<file path="src/rtl/reg_file_if.sv">
// Register-file access bundle: two combinational read ports, one write port,
// plus the write-back status flags returned to the pipeline control.
interface reg_file_if #(
  parameter int WIDTH  = 32,
  parameter int ADDR_W = 5
);
  logic [ADDR_W-1:0] RA1;
  logic [ADDR_W-1:0] RA2;
  logic [WIDTH-1:0]  RD1;
  logic [WIDTH-1:0]  RD2;
  logic              WE;
  logic [ADDR_W-1:0] WA;
  logic [WIDTH-1:0]  WD;
  logic              Hazard;
  logic              WB_Valid;

  modport master (
    output RA1, RA2, WE, WA, WD,
    input  RD1, RD2, Hazard, WB_Valid
  );

  modport slave (
    input  RA1, RA2, WE, WA, WD,
    output RD1, RD2, Hazard, WB_Valid
  );
endinterface

</file>
<file path="src/rtl/reg_file.sv">
// 2R/1W register file with a one-entry write-back stage (r0 hardwired to zero).
// Define REGFILE_BYPASS_EN to forward the pending write to matching reads.
module reg_file #(
  parameter int WIDTH  = 32,
  parameter int ADDR_W = 5
) (
  input  logic      CLK,
  input  logic      RST_N,
  reg_file_if.slave rf
);

  localparam int NREG = 1 << ADDR_W;

  logic [WIDTH-1:0]  regs_q [NREG];
  logic              pend_v_q, pend_v_d;
  logic [ADDR_W-1:0] pend_a_q, pend_a_d;
  logic [WIDTH-1:0]  pend_d_q, pend_d_d;

  logic              match1, match2;
  logic [WIDTH-1:0]  arr1, arr2;

  // Writes to r0 never become pending, so r0 is never written.
  always_comb begin
    pend_v_d = rf.WE && (rf.WA != '0);
    pend_a_d = rf.WA;
    pend_d_d = rf.WD;
  end

  always_ff @(posedge CLK or negedge RST_N) begin
    if (!RST_N) begin
      pend_v_q <= 1'b0;
      pend_a_q <= '0;
      pend_d_q <= '0;
      for (int i = 0; i < NREG; i++) begin
        regs_q[i] <= '0;
      end
    end else begin
      pend_v_q <= pend_v_d;
      pend_a_q <= pend_a_d;
      pend_d_q <= pend_d_d;
      if (pend_v_q) begin
        regs_q[pend_a_q] <= pend_d_q;
      end
    end
  end

  always_comb begin
    arr1   = (rf.RA1 == '0) ? '0 : regs_q[rf.RA1];
    arr2   = (rf.RA2 == '0) ? '0 : regs_q[rf.RA2];
    match1 = pend_v_q && (rf.RA1 == pend_a_q) && (rf.RA1 != '0);
    match2 = pend_v_q && (rf.RA2 == pend_a_q) && (rf.RA2 != '0);
  end

  // Outputs forced low while reset is held, independent of the array contents.
  always_comb begin
    rf.RD1      = '0;
    rf.RD2      = '0;
    rf.Hazard   = 1'b0;
    rf.WB_Valid = 1'b0;
    if (RST_N) begin
`ifdef REGFILE_BYPASS_EN
      rf.RD1    = match1 ? pend_d_q : arr1;
      rf.RD2    = match2 ? pend_d_q : arr2;
      rf.Hazard = 1'b0;
`else
      rf.RD1    = arr1;
      rf.RD2    = arr2;
      rf.Hazard = match1 || match2;
`endif
      rf.WB_Valid = pend_v_q;
    end
  end

endmodule

</file>
<file path="src/flat_wrapper.sv">
// flat-port wrapper written by rule: the top's interface ports become plain ports
module reg_file_flat 
#(
  parameter int WIDTH  = 32,
  parameter int ADDR_W = 5
)
  (CLK, RST_N, rf_RA1, rf_RA2, rf_WE, rf_WA, rf_WD, rf_RD1, rf_RD2, rf_Hazard, rf_WB_Valid);
  reg_file_if #(.WIDTH(WIDTH), .ADDR_W(ADDR_W)) rf_i ();
  input  logic CLK;
  input  logic RST_N;
  input wire logic [$bits(rf_i.RA1)-1:0] rf_RA1;
  input wire logic [$bits(rf_i.RA2)-1:0] rf_RA2;
  input wire logic [$bits(rf_i.WE)-1:0] rf_WE;
  input wire logic [$bits(rf_i.WA)-1:0] rf_WA;
  input wire logic [$bits(rf_i.WD)-1:0] rf_WD;
  output wire logic [$bits(rf_i.RD1)-1:0] rf_RD1;
  output wire logic [$bits(rf_i.RD2)-1:0] rf_RD2;
  output wire logic [$bits(rf_i.Hazard)-1:0] rf_Hazard;
  output wire logic [$bits(rf_i.WB_Valid)-1:0] rf_WB_Valid;
  assign rf_i.RA1 = rf_RA1;
  assign rf_i.RA2 = rf_RA2;
  assign rf_i.WE = rf_WE;
  assign rf_i.WA = rf_WA;
  assign rf_i.WD = rf_WD;
  assign rf_RD1 = rf_i.RD1;
  assign rf_RD2 = rf_i.RD2;
  assign rf_Hazard = rf_i.Hazard;
  assign rf_WB_Valid = rf_i.WB_Valid;
  reg_file #(.WIDTH(WIDTH), .ADDR_W(ADDR_W)) u_core (.CLK(CLK), .RST_N(RST_N), .rf(rf_i));
endmodule
</file>
<file path="config.mk">
export PLATFORM = sky130hd
export DESIGN_NAME = reg_file_flat
export DESIGN_NICKNAME = d
export VERILOG_FILES = /design/src/rtl/reg_file_if.sv /design/src/rtl/reg_file.sv /design/src/flat_wrapper.sv
export SDC_FILE = /design/constraint.sdc
export NUM_CORES = 2
export LEC_CHECK = 0
export CORE_UTILIZATION = 45
export DETAILED_ROUTE_END_ITERATION = 16
export HOLD_SLACK_MARGIN = 0.08
export PLACE_DENSITY_LB_ADDON = 0.1
export SLEW_MARGIN = 40
export SYNTH_ARGS = -nofsm -noshare
export SYNTH_HDL_FRONTEND = slang
export SYNTH_SLANG_ARGS = --single-unit
</file>
<file path="constraint.sdc">
create_clock -name CLK -period 1.8 [get_ports CLK]
set_clock_uncertainty 0.05 [all_clocks]
set_input_delay 0.18 -clock CLK [delete_from_list [all_inputs] [get_ports CLK]]
set_output_delay 0.18 -clock CLK [all_outputs]
set_load 0.02 [all_outputs]
</file>
# Word-level counts from Yosys, hierarchy flattened
# Index checks and enable logic that the tools add are counted.
[op_classes]
n_lt_le_gt_ge = 4
n_eq_ne = 2
mux = 15
bitwise = 3
reduce_logical = 12
[ops]
columns = ["cell", "count"]
rows = [
  ["$bwmux 1024", 1],
  ["$bmux 32 s5", 2],
  ["$mux 32", 9],
  ["$demux 32 s5", 1],
  ["$ge 6x6->1 const B", 3],
  ["$not 5->6", 3],
  ["$reduce_bool 5->1", 3],
  ["$eq 5x5->1", 2],
  ["$logic_not 5->1", 2],
  ["$logic_and 1x1->1", 6],
  ["$lt 6x1->1 const B", 1],
  ["$mux 1", 2],
  ["$logic_or 1x1->1", 1],
]
[word_totals]
regBits = 1062
elab_cells = 71

# Depth between registers and ports, before layout
[logic_depth]
word_depth = 6
depth_mapped = 9
ltp_nobuf = 5

# Least setup slack after synthesis
# No wires, ideal clock.
[synth_timing]
kind = "input to output"
from = "in rf_RA2[0]"
to = "out rf_RD2[19]"
arrival_ns = 1.789
t_required_ns = 1.570
slack_ns = -0.219
cell_stages = 8
path_buffers = 5
cell_sequence = "buf_6 > buf_8 > buf_6 > buf_6 > nor2_1 > buf_2 > a221oi_1 > a211oi_1"
[synth_via]
elab_chain_len = 6
elab_cells_between_ends = 7
classes_between = "mux: 5; bitwise: 1; reduce/logical: 1"
[synth_rtl]
columns = ["item", "line", "text"]
rows = [
  ["start: declaration", "flat_wrapper.sv:12", "input wire logic [$bits(rf_i.RA2)-1:0] rf_RA2;"],
  ["$not 5->6 (implied by the code)", "reg_file.sv:49", "arr2 = (rf.RA2 == '0) ? '0 : regs_q[rf.RA2];"],
  ["$bmux 32 s5", "reg_file.sv:49", ""],
  ["$mux 32 (implied by the code) (2 in a row)", "reg_file.sv:49", ""],
  ["$mux 32 (*)", "reg_file.sv:49", ""],
  ["$mux 32 (*)", "reg_file.sv:60", "if (RST_N) begin"],
  ["end: declaration", "flat_wrapper.sv:17", "output wire logic [$bits(rf_i.RD2)-1:0] rf_RD2;"],
]
# Every way passes the cells marked *; elsewhere a longest branch is shown, timed or not. The select of a mux whose other input is x is not followed.

# Final worst setup path
[layout_timing]
from = "reg u_core.regs_q[0] (netlist name)"
to = "out rf_RD2[0]"
[layout_via]
elab_chain_len = 5
[layout_rtl]
columns = ["item", "line", "text"]
rows = [
  ["start: declaration", "reg_file.sv:14", "logic [WIDTH-1:0] regs_q [NREG];"],
  ["start signal: indexed assignment", "reg_file.sv:42", "regs_q[pend_a_q] <= pend_d_q;"],
  ["$bmux 32 s5", "reg_file.sv:49", ""],
  ["$mux 32 (implied by the code) (2 in a row)", "reg_file.sv:49", ""],
  ["$mux 32", "reg_file.sv:49", ""],
  ["$mux 32", "reg_file.sv:60", ""],
]
# No other way between the ends. The select of a mux whose other input is x is not followed.

==> results.cfg <==
[floorplan]
core_area_sq_um = 122200
rows = 128
io_pins = 116
die_h_microns = 353.7
die-area_sq_um = 125100
die_w_microns = 353.7
initial_core_util_pct = 45.54

[status]
status = complete, but fails checks
violations = setup timing

[grt]
overflow = 0
grt_usage_pct = 32.82
grt_max_degree = 157
antenna_found_initial = 1
grt_pass1_wl_mm = 298.1
grt_pass1_vias = 41580

[route]
vias = 39160
firstDrtPassIters = 5
drt-total-wl_mm = 210.2
drc = 0
postRouteAntennaNets = 0
drt_iter0_drc = 3539
vias_per_cell = 6.415
post_drt_wl_per_cell_microns = 34.44

[power]
p_per_area_nw_per_um2 = 1041
leakagePower_nw = 32.76
power_mw = 77.82
ir_drop_uv = 942.3

[clock_tree]
clkSinkCount = 1062
cts_tree = yes
ctsHtreeMaxLevel = 3
root_buffer = clkbuf_16
clk_latency_ps = 750
clkTransAtPathRegs_ps = 60
numCtsBuffers = 118
cts.path.max_buffers = 3

[setup_path]
critPathLaunchType = register
worstPathArrival_ps = 2550
criticalPathCategory = register to primary output
end_kind = primary output
crit_required_ps = 1570
crit_fanout = 3
r2r_cells = 8

[cells_and_area]
antenna_cells = 0
drive_above_1_share_pct = 68.79
final_util_pct = 61.20
finalNonFillerCells = 6104
final_area_sq_um = 74780
final_nets = 4427
synthToLayoutAreaGrowth_pct = 34.38
layout_commonest_cell = dfrtp_1
mostFrequentLayoutCells = dfrtp_1 (1038), mux2_2 (793), buf_4 (658), mux4_2 (480), mux2_4 (326)

[sta]
fin_crit_ps = 2782
fin_crit_sh_pct = 154.5
slew_violations = 0
hold_violations = 0
worstMarginPinSlew_ps = 686.4
whs_ps = 377.3
relSlewSlack_pct = 52.93
rsz0062_at_grt = true
timing.fmax_mhz = 359.5
setup_viol = 1149
fin_ws_ps = -981.9

[worst_hold_path]
hold_path_depth = 2
hold_path_class = primary input to register

[logic_synthesis]
ys_async_sr_fraction_pct = 100.0
avgSynthCellArea_sq_um = 15.55
ys_seq_elements = 1062
yosys.cell_types.count = 44
synth_fp_nets = 3628
syn_inst = 3578
synth_area_sq_um = 55650
ys.flop_type = dfrtp_1
ys_seq_area_share_pct = 47.76
yosys_warnings = 0
synth_edf_count = 0

[placed_design]
dpl.cell_count = 5726
portBuffers = 115
place_area_sq_um = 65470
gp_congestion = 0.8886
dpl.hpwl_mm = 134.4

[flow_run]
max-cap-violations = 0
[where the power goes]
| group | switching [mW] | internal [mW] |
|---|---|---|
| registers | 3.56 | 28.4 |
| clock network | 10.4 | 15.0 |
| logic | 7.88 | 12.5 |
| total | 21.9 | 55.9 |
[critical path, stage by stage (launching register included)]
cell and delay [ps]:
dfrtp_1 400, mux4_2 460, nand2_1 100, o2111ai_2 150
a221oi_4 310, buf_4 180, a211oi_2 50, buf_4 170
[cells in the mapped netlist (18+ instances only)]
library cell     n  area share, %
o2111ai_1       33           0.52
nand2_1         84           0.57
o221ai_1        32           0.50
a211oi_1        65           0.88
nor2b_1         22           0.25
buf_4           20           0.27
a21oi_1         65           0.58
mux2_2        1104             22
buf_6           40           0.81
a221oi_1        28           0.44
nor3_1          20           0.18
buf_2          149            1.3
nor2_1          18           0.12
clkbuf_1       172            1.2
mux4_2         480             19
dfrtp_1       1062             48
mux2i_1         45           0.81
o22ai_1         32           0.36
a22o_1          32           0.50
[final timing paths]
path,end,slack (ps),from
worst max-delay path,rf_RD2[0],-980,u_core.regs_q[0]
worst min-delay path,u_core.pend_d_q[22],380,rf_WD[22]
worst max register to register,u_core.regs_q[713],-510,u_core.pend_a_q[1]
worst min register to register,u_core.regs_q[717],470,u_core.regs_q[717]
max in group asynchronous,u_core.regs_q[697],-50,RST_N
min in group asynchronous,u_core.regs_q[396],450,RST_N
[registers in the layout, summed over array words and instances, names as in the netlist]
name	count
u_core.pend_d_q	32
u_core.pend_a_q	5
u_core.regs_q	1024
u_core.pend_v_q	1
[metal layers]
layer | up-vias | routed length, microns | share of wire [%] | global-route usage (%)
li1 | 15580 | - | - | -
met1 | 21360 | 86710 | 41 | 45.66
met2 | 1758 | 97710 | 46 | 51.12
met3 | 459 | 16150 | 7.7 | 6.113
met4 | 0 | 9627 | 4.6 | 12.90
met5 | - | 0 | 0 | 0
[through the flow]
| step | setup TNS [ps] | setup WS (ps) |
|---|---|---|
| final | -383510 | -981.9 |
| after global routing | -407080 | -1074 |
| after CTS | -331000 | -1059 |
| after detailed placement | -351410 | -1176 |
| after global placement | -340500 | -1201 |
| after floorplan | -10060 | -52.52 |
[cells by family after synthesis]
group	synth area share, %
AND/OR/NAND/NOR	1.551
flip-flops	47.76
buffers and inverters	3.674
AO/OA/AOI/OAI	3.993
multiplexers	42.90
XOR/XNOR	0.1259
[timing repair]
item                                    in CTS  in global routing
gates resized for setup                    677                230
pin swaps                                   86                 68
setup buffers                               73                 38
endpoints found under the setup margin    1090               1303
hold buffers                                39                  0
gates cloned                                18                 17
endpoints found under the hold margin      566                  0
[area by class of cell]
class,instances,area (sq um)
clock inverters,48,619.3
clock buffers,174,3435
flip-flops and latches,1062,26610
fillers,8908,47420
multi-input cells,2127,30360
repair buffers,1068,11730
well taps,1625,2033
Power figures use the tool's default switching activity.
